`src/rtl/imem_loader.sv`:
```
// imem_loader: boot-time loader that streams a length-prefixed byte image into
// the instruction memory write port, holding the core off until the load ends.
// Optional trailing XOR checksum byte: define IMEM_LOADER_CHECKSUM_EN.
module imem_loader #(
   parameter int unsigned ADDR_W    = 16,
   parameter int unsigned BASE_ADDR = 0,
   parameter int unsigned MAX_WORDS = 65536
) (
   input  logic              clk,
   input  logic              rst_n,
   input  logic              start,
   input  logic              abort,
   input  logic [7:0]        rx_data,
   input  logic              rx_valid,
   output logic              rx_ready,
   output logic              imem_write_en,
   output logic [ADDR_W-1:0] imem_write_addr,
   output logic [31:0]       imem_write_data,
   output logic              cpu_hold,
   output logic              load_done,
   output logic              load_error,
   output logic [16:0]       words_loaded
);

   localparam int unsigned BYTE_W = 8;
   localparam int unsigned WORD_W = 32;
   localparam int unsigned PART_W = 24;
   localparam int unsigned CNT_W  = 17;
   localparam int unsigned BCNT_W = 2;

   typedef enum logic [2:0] {
      ST_IDLE  = 3'd0,
      ST_LEN   = 3'd1,
      ST_DATA  = 3'd2,
      ST_WRITE = 3'd3,
`ifdef IMEM_LOADER_CHECKSUM_EN
      ST_CHECK = 3'd4,
`endif
      ST_DONE  = 3'd5
   } state_e;

   state_e              state_q, state_d;
   logic [BCNT_W-1:0]   byte_cnt_q, byte_cnt_d;
   logic [WORD_W-1:0]   len_q, len_d;
   logic [PART_W-1:0]   word_q, word_d;
`ifdef IMEM_LOADER_CHECKSUM_EN
   logic [BYTE_W-1:0]   csum_q, csum_d;
`endif
   logic                rx_ready_q, rx_ready_d;
   logic                wen_q, wen_d;
   logic [ADDR_W-1:0]   waddr_q, waddr_d;
   logic [WORD_W-1:0]   wdata_q, wdata_d;
   logic                hold_q, hold_d;
   logic                done_q, done_d;
   logic                err_q, err_d;
   logic [CNT_W-1:0]    wl_q, wl_d;

   logic                accept;
   logic                finish;
   logic                fail;
   logic [WORD_W-1:0]   len_next;
   logic [WORD_W-1:0]   word_next;

   // Next-state, datapath and registered-output computation
   always_comb begin
      state_d    = state_q;
      byte_cnt_d = byte_cnt_q;
      len_d      = len_q;
      word_d     = word_q;
`ifdef IMEM_LOADER_CHECKSUM_EN
      csum_d     = csum_q;
`endif
      rx_ready_d = 1'b0;
      wen_d      = 1'b0;
      waddr_d    = waddr_q;
      wdata_d    = wdata_q;
      hold_d     = hold_q;
      done_d     = done_q;
      err_d      = err_q;
      wl_d       = wl_q;
      finish     = 1'b0;
      fail       = 1'b0;
      accept     = rx_valid && rx_ready_q;
      len_next   = {rx_data, len_q[WORD_W-1:BYTE_W]};
      word_next  = {rx_data, word_q};

      case (state_q)
         ST_IDLE, ST_DONE: begin
            if (start) begin
               state_d    = ST_LEN;
               byte_cnt_d = '0;
               len_d      = '0;
`ifdef IMEM_LOADER_CHECKSUM_EN
               csum_d     = '0;
`endif
               hold_d     = 1'b1;
               done_d     = 1'b0;
               err_d      = 1'b0;
               wl_d       = '0;
            end
         end

         ST_LEN: begin
            if (abort) begin
               finish = 1'b1;
               fail   = 1'b1;
            end else if (accept) begin
               len_d      = len_next;
               byte_cnt_d = BCNT_W'(byte_cnt_q + 2'd1);
               if (byte_cnt_q == 2'd3) begin
                  if (len_next == '0) begin
`ifdef IMEM_LOADER_CHECKSUM_EN
                     state_d = ST_CHECK;
`else
                     finish  = 1'b1;
`endif
                  end else if (len_next > MAX_WORDS) begin
                     finish = 1'b1;
                     fail   = 1'b1;
                  end else begin
                     state_d = ST_DATA;
                  end
               end
            end
         end

         ST_DATA: begin
            if (abort) begin
               finish = 1'b1;
               fail   = 1'b1;
            end else if (accept) begin
               word_d     = word_next[WORD_W-1:BYTE_W];
               byte_cnt_d = BCNT_W'(byte_cnt_q + 2'd1);
`ifdef IMEM_LOADER_CHECKSUM_EN
               csum_d     = csum_q ^ rx_data;
`endif
               // The completing byte launches the write for the next cycle
               if (byte_cnt_q == 2'd3) begin
                  state_d = ST_WRITE;
                  wen_d   = 1'b1;
                  waddr_d = ADDR_W'(BASE_ADDR + WORD_W'(wl_q));
                  wdata_d = word_next;
               end
            end
         end

         ST_WRITE: begin
            // The strobe is already on the port; count it even if aborted
            wl_d = CNT_W'(wl_q + 17'd1);
            if (abort) begin
               finish = 1'b1;
               fail   = 1'b1;
            end else if ((WORD_W'(wl_q) + 32'd1) == len_q) begin
`ifdef IMEM_LOADER_CHECKSUM_EN
               state_d = ST_CHECK;
`else
               finish  = 1'b1;
`endif
            end else begin
               state_d = ST_DATA;
            end
         end

`ifdef IMEM_LOADER_CHECKSUM_EN
         ST_CHECK: begin
            if (abort) begin
               finish = 1'b1;
               fail   = 1'b1;
            end else if (accept) begin
               finish = 1'b1;
               fail   = (rx_data != csum_q);
            end
         end
`endif

         default: begin
            state_d = ST_IDLE;
            hold_d  = 1'b0;
         end
      endcase

      if (finish) begin
         state_d = ST_DONE;
         done_d  = 1'b1;
         hold_d  = 1'b0;
         if (fail) begin
            err_d = 1'b1;
         end
      end

`ifdef IMEM_LOADER_CHECKSUM_EN
      rx_ready_d = (state_d == ST_LEN) || (state_d == ST_DATA) || (state_d == ST_CHECK);
`else
      rx_ready_d = (state_d == ST_LEN) || (state_d == ST_DATA);
`endif
   end

   // State register
   always_ff @(posedge clk or negedge rst_n) begin
      if (!rst_n) begin
         state_q <= ST_IDLE;
      end else begin
         state_q <= state_d;
      end
   end

   // Datapath and output registers
   always_ff @(posedge clk or negedge rst_n) begin
      if (!rst_n) begin
         byte_cnt_q <= '0;
         len_q      <= '0;
         word_q     <= '0;
`ifdef IMEM_LOADER_CHECKSUM_EN
         csum_q     <= '0;
`endif
         rx_ready_q <= 1'b0;
         wen_q      <= 1'b0;
         waddr_q    <= '0;
         wdata_q    <= '0;
         hold_q     <= 1'b0;
         done_q     <= 1'b0;
         err_q      <= 1'b0;
         wl_q       <= '0;
      end else begin
         byte_cnt_q <= byte_cnt_d;
         len_q      <= len_d;
         word_q     <= word_d;
`ifdef IMEM_LOADER_CHECKSUM_EN
         csum_q     <= csum_d;
`endif
         rx_ready_q <= rx_ready_d;
         wen_q      <= wen_d;
         waddr_q    <= waddr_d;
         wdata_q    <= wdata_d;
         hold_q     <= hold_d;
         done_q     <= done_d;
         err_q      <= err_d;
         wl_q       <= wl_d;
      end
   end

   assign rx_ready        = rx_ready_q;
   assign imem_write_en   = wen_q;
   assign imem_write_addr = waddr_q;
   assign imem_write_data = wdata_q;
   assign cpu_hold        = hold_q;
   assign load_done       = done_q;
   assign load_error      = err_q;
   assign words_loaded    = wl_q;

endmodule

```
`config.mk`:
```
export PLATFORM = sky130hd
export DESIGN_NAME = imem_loader
export DESIGN_NICKNAME = d
export VERILOG_FILES = /design/src/rtl/imem_loader.sv
export SDC_FILE = /design/constraint.sdc
export NUM_CORES = 1
export LEC_CHECK = 0
export BUFFER_PORTS_ARGS = -buffer_cell sky130_fd_sc_hd__buf_4
export CELL_PAD_IN_SITES_DETAIL_PLACEMENT = 1
export CELL_PAD_IN_SITES_GLOBAL_PLACEMENT = 1
export CORE_ASPECT_RATIO = 1.75
export CORE_MARGIN = 2
export CORE_UTILIZATION = 47
export CTS_CLUSTER_SIZE = 20
export DETAILED_ROUTE_END_ITERATION = 8
export PLACE_DENSITY = 0.91
export SETUP_SLACK_MARGIN = 0.02
export SYNTH_ARGS = -nofsm -noshare
export SYNTH_HDL_FRONTEND = slang
export SYNTH_SLANG_ARGS = --single-unit
export TNS_END_PERCENT = 100
```
`constraint.sdc`:
```
create_clock -name clk -period 5 [get_ports clk]
set_input_delay 0.5 -clock clk [delete_from_list [all_inputs] [get_ports clk]]
set_output_delay 0.5 -clock clk [all_outputs]
set_load 0.02 [all_outputs]
```
==> results.yml <==
power_and_ir_drop:
  pwr-share-seq_pct: 39.3
  p_switching_uw: 1170
  p_leak_uw: 0.00366
  sw_frac_of_total_pct: 34.1
  ir_worst_vdd_uv: 305
  p_clk_share_pct: 37.3
  p_int_uw: 2260
  p_comb_share_pct: 23.4
  power_density_mw_per_mm2: 473
synthesis:
  syn_area_mm2: 0.00597
  synth-compound-area-share_pct: 9.98
  yosysMostFrequentCell: "nand2_1"
  ys_seq_area_share_pct: 54.9
  synthTopCellsByArea: "dfrtp_1 55%, nand2_1 14%, mux2_2 4.7%"
  synth_top_area_share_pct: 54.9
  ys_top_cells_by_count: "228 x nand2_1, 131 x dfrtp_1, 55 x o21ai_0"
  syn_nets: 658
  synth_ff_type: "dfrtp_1"
  synthSimpleGateAreaFrac_pct: 22.4
  synth_xor_area_share_pct: 3.67
  netlist_instances: 643
  async_reset_ff_share_pct: 100
  synth-seq-cells: 131
  synth_edf_count: 0
  synth_area_per_cell_um2: 9.28
  yosys.area.top_type: "dfrtp_1"
  muxShareOfSynthArea_pct: 4.89
  yosysWarningCount: 0
  synth_top_family_by_area: "simple AND/OR/NAND/NOR gates"
  synthAdderAreaFrac_pct: 0.419
  yosys.cell_types.count: 56
clock_tree:
  path_clk_slew_ns: 0.06
  cts_buffers: 17
  holdBufCountCts: 0
  cts_resized: 0
  cts_tree: "built"
  clockRootBuffer: "clkbuf_16"
  cts_setup_buffers: 0
  htreeDepth: 4
  clock-sinks: 131
  clk_path_buf_depth: 2
  clk_latency_ns: 0.42
detailed_routing:
  dr.pass1.iters: 4
  wl_mm: 18.9
  wl_per_cell_um: 21.2
  drt-initial-drc-count: 376
  drc: 0
  route.antenna.remaining_nets: 0
  vias_per_cell: 5.76
  via_count: 5142
critical_path:
  worst-endpoint-required_ns: 5.35
  critical-path-slowest-cell: "nand3b_1"
  path_buf_inv: 0
  cp_data_arrival_time_ns: 3.65
  cpPeakStageDelay_ns: 0.71
  start_kind: "register"
  path_cells: "nand3b_1 -> nor4_1 -> nand4_1 -> a2111oi_0 -> nand4_1 -> o21ai_2 -> or2_1"
  crit_type: "register to register"
  cp_max_fo: 21
  end_kind: "register"
  cpMostUsedCell: "nand4_1"
  reg2reg_setup_slack_ns: 1.70
  crit_family: "simple AND/OR/NAND/NOR gates"
final_layout:
  final_cell_area_mm2: 0.00725
  area_delta_synth_final_pct: 21.5
  final_cells: 892
  n_fill_cell: 1443
  ff_latch_area_mm2: 0.00328
  nNetsFinal: 726
  multi_input_area_mm2: 0.00247
  drive_gt1_share_pct: 21.1
  diodes: 0
sta:
  hold_slack_ns: 0.0943
  worst_pin_slew_ns: 1.30
  fin_crit_sh_pct: 66.1
  fin_skew_ns: 0.00715
  period_minus_slack_ns: 3.30
  timing.fmax_ghz: 0.303
  rsz0062_at_grt: "no"
  relSlewSlack_pct: 13.0
  finalSetupViolCount: 0
  tns_ns: 0
  fin_ws_ns: 1.70
  slew_violations: 0
  hold_violations: 0
min_path:
  min_path_type: "primary input to asynchronous set/reset pin"
placement:
  pre_cts_slack_ns: 1.93
  numPortBuffers: 82
  place_area_mm2: 0.00665
  dpl.cell_count: 860
  gp_congestion: 0.851
  post-dp-hpwl_mm: 12.3
die:
  dieArea_mm2: 0.0136
  rows: 54
  die_h_um: 153
  coreArea_mm2: 0.0124
  die_x_um: 89.2
  initial_core_util_pct: 48.0
  ioPinCount: 83
global_route:
  grt_pass1_wl_mm: 30.0
  grt_max_degree: 54
  gr-total-overflow: 0
  grt_pass1_vias: 5560
  grt_use_total_pct: 29.1
  antenna_found_initial: 0
status:
  status: "completed"
flow_run:
  maxCapViolations: 0
==> power groups by stage <==
stage	clock (µW)	combinational [µW]	sequential [µW]
after floorplan	0	550	1310
after global placement	0	716	1340
after detailed placement	0	760	1350
after CTS	1290	804	1340
after global routing	1340	888	1360
final	1280	804	1350
==> cell type report <==
type	instances	share of cell area, %
clock buffers	20	6.16
clock inverters	12	2.16
inverters	7	0.363
multi-input cells	466	34.1
flip-flops and latches	131	45.2
well taps	168	2.90
repair buffers	88	9.11
==> placed cells by master (no fill, tap or decap), types with 6 or more instances in the layout <==
master       n
o21ai_0     55
buf_4       88
nor2_1      17
nand3_1     10
o31ai_1      7
a21oi_1     21
nor3_1       9
nand2_1    228
mux2_2      25
dfrtp_1    131
clkbuf_16   17
nor4_1       7
nand4_1      7
xnor2_1     13
xor2_1      12
inv_1        6
==> final timing paths <==
path / depth (start not counted) / from / to
max reg2reg: 7 / state_q[0] / state_q[2]
min: 1 / rst_n / cpu_hold
max: 7 / state_q[0] / state_q[2]
min reg2reg: 2 / word_q[2] / imem_write_data[2]
max in group asynchronous: 2 / rst_n / load_error
min in group clk: 3 / rx_data[7] / imem_write_data[31]
==> registers in the layout (all words and copies together), names as in the netlist <==
signal and cells:
imem_write_data 32, rx_ready 1, load_error 1, imem_write_en 1, imem_write_addr 16, words_loaded 17
len_q 32, byte_cnt_q 2, load_done 1, state_q 3, cpu_hold 1, word_q 24
==> through the flow <==
step                utilization [%]  power, µW
floorplan                         -       1860
global placement               53.5       2050
detailed placement             53.5       2110
CTS                            58.3       3430
global route                   58.3       3590
finish                         58.3       3430
==> cell families (layout without fill, tap and decap cells) <==
family | Yosys count | in the layout
mux | 26 | 26
buf+inv | 46 | 127
xor+xnor | 25 | 25
fa+ha+maj | 2 | 2
simple gates | 309 | 309
flops | 131 | 131
compound gates | 104 | 104
==> worst register-to-register path: cells and delay by family, from the launching register on <==
| family | cells | cell delay [ns] |
|---|---|---|
| and+or+nand+nor | 5 | 1.76 |
| AOI/OAI and AO/OA | 2 | 0.80 |
| DFF | 1 | 0.67 |
==> metal layers <==
metal  GRT usage [%]  wire (µm)  vias up
met1            30.6       6730     2632
li1                -          -     2287
met5               0          0        -
met2            52.2      10500      169
met4            14.6        826        0
met3            6.64        797       54
Note: power is estimated with default switching activity, not from simulation.
